### config.mk
export PLATFORM = sky130hd
export DESIGN_NAME = instr_fetch_unit_flat
export DESIGN_NICKNAME = d
export VERILOG_FILES = /design/src/rtl/instr_fetch_unit_if.sv /design/src/rtl/instr_fetch_unit.sv /design/src/flat_wrapper.sv
export SDC_FILE = /design/constraint.sdc
export NUM_CORES = 1
export LEC_CHECK = 0
export ABC_AREA = 0
export ABC_CLOCK_PERIOD_IN_PS = 7000
export BUFFER_PORTS_ARGS = -buffer_cell sky130_fd_sc_hd__buf_2
export CORE_MARGIN = 2
export CORE_UTILIZATION = 35
export CTS_CLUSTER_SIZE = 24
export DETAILED_ROUTE_END_ITERATION = 8
export SLEW_MARGIN = 20
export SYNTH_ARGS = -nofsm -noshare
export SYNTH_HDL_FRONTEND = slang
export SYNTH_SLANG_ARGS = --single-unit
export TNS_END_PERCENT = 10
### constraint.sdc
create_clock -name CLK -period 7 [get_ports CLK]
set_clock_uncertainty 0.1 [all_clocks]
set_input_delay 0.7 -clock CLK [delete_from_list [all_inputs] [get_ports CLK]]
set_output_delay 0.7 -clock CLK [all_outputs]
set_load 0.03 [all_outputs]
### src/rtl/instr_fetch_unit_if.sv
// Fetch-side bundle: instruction memory address/data, execute redirect, and the
// decode-facing valid/ready head-of-buffer signals.
interface instr_fetch_unit_if;
  logic [31:0] PC;
  logic [31:0] Instr;
  logic        Redirect;
  logic [31:0] RedirectPC;
  logic        OutValid;
  logic        OutReady;
  logic [31:0] OutInstr;
  logic [31:0] OutPC;
  logic [31:0] OutPCPlus4;
  logic        MisalignErr;

  // The fetch unit itself drives the memory address and the decode head.
  modport master (
    output PC,
    input  Instr,
    input  Redirect,
    input  RedirectPC,
    output OutValid,
    input  OutReady,
    output OutInstr,
    output OutPC,
    output OutPCPlus4,
    output MisalignErr
  );

  modport slave (
    input  PC,
    output Instr,
    output Redirect,
    output RedirectPC,
    input  OutValid,
    output OutReady,
    input  OutInstr,
    input  OutPC,
    input  OutPCPlus4,
    input  MisalignErr
  );
endinterface

### src/rtl/instr_fetch_unit.sv
// Fetch stage: owns the PC, captures {pc, instr} into a 2-entry buffer for decode,
// and flushes/reloads on redirect. Define FETCH_MISALIGN_CHECK_EN for misalign halt.
module instr_fetch_unit #(
  parameter logic [31:0] RESET_PC = 32'h0000_0000
) (
  input  logic               CLK,
  input  logic               RESETn,
  instr_fetch_unit_if.master bus
);

  typedef struct packed {
    logic [31:0] pc;
    logic [31:0] instr;
  } entry_t;

  entry_t      fifo_q [2];
  logic [31:0] pc_q,     pc_d;
  logic        wr_ptr_q, wr_ptr_d;
  logic        rd_ptr_q, rd_ptr_d;
  logic [1:0]  count_q,  count_d;

  logic        pop;
  logic        push;
  logic        halt;
  logic [31:0] redirect_target;
  entry_t      head;

`ifdef FETCH_MISALIGN_CHECK_EN
  typedef enum logic {
    MODE_RUN  = 1'b0,
    MODE_HALT = 1'b1
  } mode_e;

  mode_e mode_q,     mode_d;
  logic  misalign_q, misalign_d;
  logic  redirect_misaligned;

  assign redirect_misaligned = bus.Redirect && (bus.RedirectPC[1:0] != 2'b00);
  assign redirect_target     = bus.RedirectPC;
  assign halt                = (mode_q == MODE_HALT);
  assign bus.MisalignErr     = misalign_q;

  // Halt is entered on any misaligned redirect and left only through reset.
  always_comb begin
    mode_d     = mode_q;
    misalign_d = misalign_q;
    if (redirect_misaligned) begin
      mode_d     = MODE_HALT;
      misalign_d = 1'b1;
    end
  end
`else
  logic unused_redirect_low;

  assign unused_redirect_low = ^bus.RedirectPC[1:0];
  assign redirect_target     = {bus.RedirectPC[31:2], 2'b00};
  assign halt                = 1'b0;
  assign bus.MisalignErr     = 1'b0;
`endif

  assign pop  = (count_q != 2'd0) && bus.OutReady;
  // A full buffer may still accept a fetch when the head leaves in the same cycle.
  assign push = !bus.Redirect && ((count_q != 2'd2) || pop) && !halt;

  // NOTE: every variable assigned here gets a default first, so no latch is inferred.
  always_comb begin
    pc_d     = pc_q;
    wr_ptr_d = wr_ptr_q;
    rd_ptr_d = rd_ptr_q;
    count_d  = count_q;
    if (bus.Redirect) begin
      pc_d     = redirect_target;
      wr_ptr_d = 1'b0;
      rd_ptr_d = 1'b0;
      count_d  = 2'd0;
    end else begin
      if (push) begin
        pc_d     = pc_q + 32'd4;
        wr_ptr_d = ~wr_ptr_q;
      end
      if (pop) begin
        rd_ptr_d = ~rd_ptr_q;
      end
      unique case ({push, pop})
        2'b10:   count_d = count_q + 2'd1;
        2'b01:   count_d = count_q - 2'd1;
        default: count_d = count_q;
      endcase
    end
  end

  // NOTE: sequential state uses non-blocking assignments only.
  always_ff @(posedge CLK or negedge RESETn) begin
    if (!RESETn) begin
      pc_q     <= RESET_PC;
      wr_ptr_q <= 1'b0;
      rd_ptr_q <= 1'b0;
      count_q  <= 2'd0;
      // NOTE: the buffer storage is reset too, because the head is visible on the
      // outputs while empty and must read as zero rather than X after reset.
      for (int i = 0; i < 2; i++) begin
        fifo_q[i] <= '0;
      end
`ifdef FETCH_MISALIGN_CHECK_EN
      mode_q     <= MODE_RUN;
      misalign_q <= 1'b0;
`endif
    end else begin
      pc_q     <= pc_d;
      wr_ptr_q <= wr_ptr_d;
      rd_ptr_q <= rd_ptr_d;
      count_q  <= count_d;
      if (push) begin
        fifo_q[wr_ptr_q] <= '{pc: pc_q, instr: bus.Instr};
      end
`ifdef FETCH_MISALIGN_CHECK_EN
      mode_q     <= mode_d;
      misalign_q <= misalign_d;
`endif
    end
  end

  assign head           = fifo_q[rd_ptr_q];
  assign bus.PC         = pc_q;
  assign bus.OutValid   = (count_q != 2'd0);
  assign bus.OutInstr   = head.instr;
  assign bus.OutPC      = head.pc;
  assign bus.OutPCPlus4 = head.pc + 32'd4;

endmodule

### src/flat_wrapper.sv
// flat-port wrapper written by rule: the top's interface ports become plain ports
module instr_fetch_unit_flat 
#(
  parameter logic [31:0] RESET_PC = 32'h0000_0000
)
  (CLK, RESETn, bus_PC, bus_Instr, bus_Redirect, bus_RedirectPC, bus_OutValid, bus_OutReady, bus_OutInstr, bus_OutPC, bus_OutPCPlus4, bus_MisalignErr);
  instr_fetch_unit_if bus_i ();
  input  logic CLK;
  input  logic RESETn;
  output wire logic [$bits(bus_i.PC)-1:0] bus_PC;
  input wire logic [$bits(bus_i.Instr)-1:0] bus_Instr;
  input wire logic [$bits(bus_i.Redirect)-1:0] bus_Redirect;
  input wire logic [$bits(bus_i.RedirectPC)-1:0] bus_RedirectPC;
  output wire logic [$bits(bus_i.OutValid)-1:0] bus_OutValid;
  input wire logic [$bits(bus_i.OutReady)-1:0] bus_OutReady;
  output wire logic [$bits(bus_i.OutInstr)-1:0] bus_OutInstr;
  output wire logic [$bits(bus_i.OutPC)-1:0] bus_OutPC;
  output wire logic [$bits(bus_i.OutPCPlus4)-1:0] bus_OutPCPlus4;
  output wire logic [$bits(bus_i.MisalignErr)-1:0] bus_MisalignErr;
  assign bus_PC = bus_i.PC;
  assign bus_i.Instr = bus_Instr;
  assign bus_i.Redirect = bus_Redirect;
  assign bus_i.RedirectPC = bus_RedirectPC;
  assign bus_OutValid = bus_i.OutValid;
  assign bus_i.OutReady = bus_OutReady;
  assign bus_OutInstr = bus_i.OutInstr;
  assign bus_OutPC = bus_i.OutPC;
  assign bus_OutPCPlus4 = bus_i.OutPCPlus4;
  assign bus_MisalignErr = bus_i.MisalignErr;
  instr_fetch_unit #(.RESET_PC(RESET_PC)) u_core (.CLK(CLK), .RESETn(RESETn), .bus(bus_i));
endmodule
==> results.json, run 1 <==
{
  "yosys.area.top_type": "dfrtp_1",
  "path_class": "flop to primary output",
  "numClockSinks": 158,
  "hpwl_um": 12730,
  "die_h_um": 154.7,
  "wire_per_inst_um": 16.53,
  "tritoncts.num_buffers": 17,
  "worstSetupStartpointType": "flop",
  "dieArea_mm2": 0.02393,
  "cpMostUsedCell": "inv_1",
  "grt_pass1_vias": 5736,
  "drc": 0,
  "seq_area_frac_synth_pct": 49.76,
  "fmax_mhz": 230.5,
  "hold_path_class": "input pin to async pin",
  "pre_cts_ws_ns": 3.023,
  "dieWidth_um": 154.7,
  "cp_top_family": "simple AND/OR/NAND/NOR gates",
  "layout.nets": 919,
  "drv_cap": 0,
  "cts_root_buf": "clkbuf_16",
  "antenna_found_initial": 3,
  "tightest_slew_ns": 0.9729,
  "first_pass_iters": 4,
  "ir_drop_mv": 0.1654,
  "path_buf_inv": 3,
  "ioPinCount": 198,
  "slowest_stage": "dfrtp_4",
  "post_cts_buffers": 0,
  "synth-async-reset-ratio_pct": 100.0,
  "vias": 5617,
  "clk_latency_ns": 0.42,
  "place_congestion": 0.7211,
  "syn_area_mm2": 0.007946,
  "portBuffers": 188,
  "wl_met2_um": 8855,
  "setup_tns_ns": 0,
  "p_per_area_mw_per_mm2": 346.9,
  "numPlacedInstances": 1115,
  "rows": 55,
  "final_cells": 1148,
  "syn_avg_cell_area_um2": 11.79,
  "grt_usage_pct": 16.13,
  "synth-edff-count": 0,
  "yosys.area.top_type_share_pct": 49.76,
  "areaGrowthSynthToFinish_pct": 22.53,
  "postSynthCellCount": 674,
  "grt_max_degree": 94,
  "yosys_warnings": 0,
  "vias_per_cell": 4.893,
  "worstPathRequired_ns": 6.20,
  "wl_um": 18970,
  "fin_crit_sh_pct": 61.98,
  "yosysUniqueCellTypes": 46,
  "drive_gt1_share_pct": 47.10,
  "post_dp_cell_area_mm2": 0.009123,
  "grt_pass1_wl_um": 30260,
  "setup_viol": 0,
  "post-route-cell-area_mm2": 0.009737,
  "slew_headroom_pct": 35.00,
  "wl_met3_um": 1024,
  "ctsResizeCount": 0,
  "outcome": "finished clean",
  "setup_slack_ns": 2.661,
  "arrival_ns": 3.54,
  "grt_setup_unrepaired": "false",
  "leakage_uw": 0.004313,
  "crit_chain": "mux2i_1 -> inv_1 -> ha_1 -> inv_1 -> a211o_1 -> nor4b_4 -> nand3_1 -> xnor2_1 -> buf_2",
  "cp_max_fo": 59,
  "start_util_pct": 35.42,
  "wl_met1_um": 8704,
  "synthTopCellsByCount": "175 x mux2_2, 158 x dfrtp_1, 68 x nand2_1, 44 x xnor2_1, 31 x o21ai_0",
  "top_layer": "met5",
  "hold_viol": 0,
  "yosys-top-cells-area": "dfrtp_1 50%, mux2_2 25%, xnor2_1 4.8%",
  "htreeDepth": 4,
  "end_kind": "primary output",
  "drt-initial-drc-count": 245,
  "clkTransAtPathRegs_ns": 0.06,
  "cts_buffer_depth": 2,
  "grt.overflow.total": 0,
  "period_needed_ns": 4.339,
  "cts_tree": "built",
  "synth-seq-cells": 158,
  "yosys_most_used_dff": "dfrtp_1",
  "ctsHoldBuffers": 0,
  "max_stage_delay_ns": 0.84,
  "yosysMostFrequentCell": "mux2_2",
  "core-area_mm2": 0.02243,
  "ant_nets": 0,
  "slew_violations": 0
}
## logic make-up after synthesis
logic type,after synthesis,synth area share (%)
XOR/XNOR,58,6.393
AND/OR/NAND/NOR,164,10.71
other,1,0.04719
adder cells (fa/ha/maj),2,0.3149
AO/OA/AOI/OAI,48,3.433
multiplexers,185,26.06
buffers and inverters,58,3.291
flip-flops,158,49.76
## path summary, 6_finish.rpt
kind	from	to	slack, ns	cells after the start
max reg2reg	u_core.bus.PC[5]	u_core.bus.PC[29]	4.47	5
min	RESETn	u_core.fifo_q[38]	0.25	1
min in group CLK	bus_RedirectPC[5]	u_core.bus.PC[5]	0.39	3
min reg2reg	u_core.fifo_q[108]	u_core.fifo_q[108]	0.40	1
max in group asynchronous	RESETn	u_core.bus.PC[4]	5.15	2
max	u_core.rd_ptr_q	bus_OutPCPlus4[28]	2.66	9
## power by group
group	total, uW	switching [uW]	leakage, uW	internal (uW)
Combinational	1130	685	0.00212	448
Clock	964	374	0.000297	591
Sequential	1280	163	0.00189	1120
## sequential cells by signal, indices dropped and copies added (netlist names)
signal,count
u_core.fifo_q,124
u_core.bus.PC,30
u_core.count_q,2
u_core.rd_ptr_q,1
u_core.wr_ptr_q,1
## metal layers
metal | up-vias | GRT usage (%)
li1 | 2702 | -
met1 | 2737 | 21.08
met2 | 143 | 25.74
met3 | 31 | 4.427
met4 | 4 | 5.908
met5 | - | 0
## final cells by class
class                           count  area [um^2]
Multi-Input combinational cell    464         3764
Timing Repair Buffer              194        992.2
Clock buffer                       23        478.0
Tap cell                          285        356.6
Clock inverter                      9        133.9
Antenna cell                        1        2.502
Fill cell                        2137        12700
Inverter                           14        52.55
Sequential cell                   158         3958
## cell usage in the layout, fill, tap and decap left out, types with 3 or more instances in the layout
cell	synthesis	final
buf_2	8	187
mux2_2	175	175
dfrtp_1	158	157
nand2_1	68	68
xnor2_1	44	44
o21ai_0	31	31
nand3_1	27	27
clkbuf_16	0	17
inv_1	14	14
xor2_1	14	14
nor2_1	11	11
mux2i_1	10	10
nor3_1	11	10
nand4_1	8	8
and3_1	7	7
conb_1	1	7
buf_4	9	6
a21oi_1	5	5
nand2b_1	4	4
and4_1	4	4
nor2b_1	3	3
nand4b_1	3	3
nand3b_1	3	3
clkbuf_8	0	3
bufinv_16	0	3
clkbuf_1	26	3
clkinv_4	0	3
## per-stage QoR
stage / hold slack, ns / utilization [%] / power (uW)
CTS: 0.2911 / 43.39 / 3424
floorplan: 0.3044 / - / 2124
global placement: 0.3844 / 40.66 / 2427
finish: 0.2516 / 43.40 / 3378
global route: 0.3395 / 43.40 / 3561
detailed placement: 0.3883 / 40.66 / 2443
No activity file was read; power rests on OpenSTA's default activity.
==> run 2, diff against run 1 <==
- ABC_CLOCK_PERIOD_IN_PS: 7000 -> 4200
- clock period: 7 -> 4.2 ns (I/O delays scaled with it)
==> results.json, run 2 (synthesis gave the netlist of run 1 again) <==
{
  "arrival_ns": 3.23,
  "fill_cells": 2153,
  "ctsHoldBuffers": 0,
  "place_congestion": 0.7603,
  "period_needed_ns": 3.753,
  "holdWs_ns": -0.01882,
  "numPlacedInstances": 1122,
  "tightest_slew_ns": 0.9393,
  "clk_latency_ns": 0.43,
  "crit_start": "u_core.rd_ptr_q",
  "cts_buffer_depth": 2,
  "areaGrowthSynthToFinish_pct": 23.21,
  "worstPathRequired_ns": 3.68,
  "end_kind": "primary output",
  "slew_headroom_pct": 36.50,
  "rows": 55,
  "leakage_uw": 0.004347,
  "tritoncts.num_buffers": 17,
  "fmax_mhz": 266.5,
  "drt-initial-drc-count": 204,
  "numClockSinks": 158,
  "wire_per_inst_um": 16.51,
  "pre_cts_ws_ns": 0.7919,
  "seq_area_mm2": 0.003958,
  "reg2reg_from": "u_core.bus.PC[5]",
  "setup_viol": 0,
  "drive_gt1_share_pct": 47.99,
  "outcome": "finished, violations left",
  "multi_input_area_mm2": 0.003771,
  "ioPinCount": 198,
  "drc": 0,
  "cts_root_buf": "clkbuf_16",
  "layout_commonest_cell": "buf_2",
  "hold_path_class": "input pin to async pin",
  "critPathCapture": "bus_OutPCPlus4[22]",
  "dieArea_mm2": 0.02393,
  "clkTransAtPathRegs_ns": 0.07,
  "cp_max_fo": 34,
  "grt_usage_pct": 16.28,
  "grt_pass1_vias": 5600,
  "ant_nets": 0,
  "largest-register": "u_core.fifo_q",
  "layout_common_cells": "187 x buf_2, 175 x mux2_2, 157 x dfrtp_1, 68 x nand2_1, 43 x xnor2_1",
  "slew_violations": 0,
  "portBuffers": 188,
  "hold_viol": 3,
  "setup_slack_ns": 0.4475,
  "violations": "hold timing",
  "largest_register_ffs": 124,
  "die_h_um": 154.7,
  "r2r_slack_ns": 1.67,
  "final_util_pct": 43.64,
  "grt.overflow.total": 0,
  "path_class": "flop to primary output",
  "grt_pass1_wl_um": 30550,
  "setup_tns_ns": 0,
  "htreeDepth": 4,
  "vias": 5691,
  "fin_crit_sh_pct": 89.35,
  "final_cells": 1154,
  "start_util_pct": 35.42,
  "ir_drop_mv": 0.2760,
  "antenna_cells": 0,
  "hpwl_um": 13420,
  "antenna_found_initial": 1,
  "r2r_cells": 5,
  "first_pass_iters": 4,
  "wl_um": 19050,
  "post_cts_buffers": 0,
  "grt_max_degree": 102,
  "cts_tree": "built",
  "core-area_mm2": 0.02243,
  "ctsResizeCount": 0,
  "layout.nets": 926,
  "dieWidth_um": 154.7,
  "grt_setup_unrepaired": "false",
  "worstSetupStartpointType": "flop",
  "p_per_area_mw_per_mm2": 578.0,
  "vias_per_cell": 4.932,
  "r2r-end": "u_core.bus.PC[29]",
  "drv_cap": 0
}
[run 2: cell types whose count changed in the layout (fill, tap and decap cells not counted), sizes merged]
cell | previous run | this run
clkbuf | 23 | 17
buf | 194 | 201
diode | 1 | 0
clkinvlp | 1 | 4
inv | 14 | 19
clkinv | 5 | 3
[run 2: cell type report]
type	count	share of cell area, %
clock buffer	17	4.345
clock inverter	15	1.866
inverter	14	0.5367
multi-input combinational	464	38.52
sequential	158	40.42
tap	285	3.642
timing repair buffer	201	10.67
[run 2: routing by layer]
metal  vias to the layer above  global-route usage (%)  wire length (um)
met5                         -                       0                13
met4                         2                   4.850               222
met1                      2822                   21.46              8727
met2                       137                   26.40              9039
li1                       2712                       -                 -
met3                        18                   4.315              1049
[run 2: worst min path at each step]
stage                 startpoint           endpoint  slack (ns)  cells past startpoint
3_5_place_dp   u_core.fifo_q[51]  u_core.fifo_q[51]        0.39                      1
2_1_floorplan             RESETn  u_core.bus.PC[10]        0.02                      0
4_1_cts                   RESETn  u_core.fifo_q[38]        0.04                      1
5_1_grt                   RESETn  u_core.fifo_q[38]        0.07                      1
6_report                  RESETn  u_core.fifo_q[38]       -0.02                      1
3_3_place_gp   u_core.fifo_q[29]  u_core.fifo_q[29]        0.38                      1
[run 2: worst max-delay path, stage by stage, from the launching register on]
cell	delay (ns)
dfrtp_4	0.64
mux2_2	0.30
ha_1	0.23
inv_1	0.06
a211o_1	0.36
nor4b_4	0.62
nand3_1	0.24
xnor2_2	0.15
buf_2	0.21
[run 2: power by group]
| part | switching, uW | internal [uW] | leakage [uW] |
|---|---|---|---|
| logic | 1160 | 754 | 0.00217 |
| clock network | 672 | 943 | 0.000287 |
| registers | 267 | 1860 | 0.00189 |
| total | 2100 | 3560 | 0.00435 |
[run 2: stage by stage]
step	power [uW]	cell area, um^2	hold slack, ns
4_1_cts	5720	9791	0.04273
5_1_grt	5957	9791	0.07105
3_5_place_dp	4088	9183	0.3917
3_3_place_gp	4057	9183	0.3831
2_1_floorplan	3543	7976	0.02441
6_report	5659	9791	-0.01882
==> run 3, diff against run 2 <==
- RECOVER_POWER: default -> 50
==> results.json, run 3 (synthesis gave the netlist of run 1 again) <==
{
  "cts_root_buf": "clkbuf_16",
  "hpwl_um": 13420,
  "fin_crit_sh_pct": 89.00,
  "setup_viol": 0,
  "ir_drop_mv": 0.2761,
  "vias": 5694,
  "ctsHoldBuffers": 0,
  "layout.nets": 926,
  "wire_per_inst_um": 16.49,
  "die_h_um": 154.7,
  "fill_cells": 2170,
  "hold_depth": 3,
  "ant_nets": 0,
  "grt_usage_pct": 16.28,
  "htreeDepth": 4,
  "largest_register_ffs": 124,
  "ctsResizeCount": 0,
  "layout_commonest_cell": "mux2_2",
  "cp_max_fo": 34,
  "dieArea_mm2": 0.02393,
  "path_buf_inv": 2,
  "reg2reg_from": "u_core.count_q[1]",
  "drt-initial-drc-count": 213,
  "p_per_area_mw_per_mm2": 580.8,
  "antenna_cells": 0,
  "grt_pass1_vias": 5600,
  "grt_setup_unrepaired": "false",
  "cts_buffer_depth": 2,
  "numPlacedInstances": 1122,
  "post-route-cell-area_mm2": 0.009719,
  "antenna_found_initial": 1,
  "path_class": "flop to primary output",
  "grt_max_degree": 102,
  "crit_chain": "mux2_2 -> ha_1 -> inv_1 -> a211o_1 -> nor4b_4 -> nand3_1 -> xnor2_2 -> buf_2",
  "tightest_slew_ns": 2.616,
  "hold_viol": 0,
  "start_util_pct": 35.42,
  "dieWidth_um": 154.7,
  "setup_tns_ns": 0,
  "rows": 55,
  "hold_path_class": "input pin to flop",
  "r2r_cells": 5,
  "portBuffers": 188,
  "wl_um": 19040,
  "drv_cap": 2,
  "violations": "capacitance limit, slew limit",
  "post_cts_buffers": 0,
  "grt_pass1_wl_um": 30550,
  "worstHoldStart": "bus_RedirectPC[2]",
  "cts_tree": "built",
  "ioPinCount": 198,
  "post_dp_cell_area_mm2": 0.009183,
  "finalPower_uw": 5645,
  "final_cells": 1154,
  "numClockSinks": 158,
  "cp_top_family": "simple AND/OR/NAND/NOR gates",
  "grt.overflow.total": 0,
  "clkTransAtPathRegs_ns": 0.07,
  "leakage_uw": 0.004235,
  "fmax_mhz": 267.5,
  "r2r-end": "u_core.fifo_q[103]",
  "vias_per_cell": 4.934,
  "largest-register": "u_core.fifo_q",
  "place_congestion": 0.7603,
  "slew_headroom_pct": -74.43,
  "arrival_ns": 3.22,
  "drive_gt1_share_pct": 43.84,
  "outcome": "finished, violations left",
  "max_stage_delay_ns": 0.64,
  "r2r_slack_ns": 1.48,
  "worstHoldEndpoint": "u_core.bus.PC[2]",
  "period_needed_ns": 3.738,
  "worstPathRequired_ns": 3.68,
  "final_util_pct": 43.32,
  "clk_latency_ns": 0.43,
  "tritoncts.num_buffers": 17,
  "end_kind": "primary output",
  "drc": 0,
  "worstSetupStartpointType": "flop",
  "slowest_stage": "dfrtp_4",
  "first_pass_iters": 4,
  "layout_common_cells": "175 x mux2_2, 157 x dfrtp_1, 156 x buf_2, 68 x nand2_1, 43 x xnor2_1",
  "core-area_mm2": 0.02243,
  "areaGrowthSynthToFinish_pct": 22.31,
  "slew_violations": 127
}
-- run 3: cell count changes in the layout (fill, tap and decap cells not counted), moves of 3 or more --
| cell | previous run | this run |
|---|---|---|
| buf_4 | 13 | 8 |
| clkbuf_1 | 0 | 34 |
| clkbuf_2 | 0 | 3 |
| buf_2 | 187 | 156 |
-- run 3: worst max-delay path by stage --
stage / startpoint / endpoint / slack, ns / cells past startpoint
after floorplan: u_core.rd_ptr_q / bus_OutPCPlus4[26] / -0.003 / 13
after global placement: u_core.rd_ptr_q / bus_OutPCPlus4[22] / 0.84 / 8
after detailed placement: u_core.rd_ptr_q / bus_OutPCPlus4[22] / 0.79 / 8
after CTS: u_core.rd_ptr_q / bus_OutPCPlus4[22] / 0.33 / 8
after global routing: u_core.rd_ptr_q / bus_OutPCPlus4[31] / 0.21 / 7
final: u_core.rd_ptr_q / bus_OutPCPlus4[22] / 0.46 / 8
-- run 3: metrics by stage --
step                      hold WS [ns]  setup slack (ns)
after floorplan                0.02441         -0.002652
after global placement          0.3831            0.8404
after detailed placement        0.3917            0.7919
after CTS                      0.04273            0.3344
after global routing           0.08688            0.2128
final                          0.09319            0.4618
-- run 3: per-layer routing --
layer | track usage (%) | part of all wire [%]
met5 | 0 | 0.068
met4 | 4.850 | 1.2
met3 | 4.315 | 5.8
met2 | 26.40 | 47
met1 | 21.46 | 46
-- run 3: cell type report --
class	count	area, um^2	share of cell area, %
clock inverter	15	182.7	1.880
clock buffer	17	425.4	4.377
tap	285	356.6	3.669
sequential	158	3958	40.72
timing repair buffer	201	983.4	10.12
inverter	14	52.55	0.5407
multi-input combinational	464	3761	38.70
-- run 3: worst register-to-register path, stage by stage (launching register included) --
cell	delay, ns
dfrtp_1	0.41
nor3b_1	0.15
buf_4	0.16
nor3_1	0.19
clkbuf_1	1.14
mux2_2	0.45
-- run 3: power breakdown --
part	internal [uW]	total, uW	switching (uW)	leakage, uW
Sequential	1860	2130	266	0.00189
Combinational	744	1900	1160	0.00206
Clock	943	1610	669	0.000287
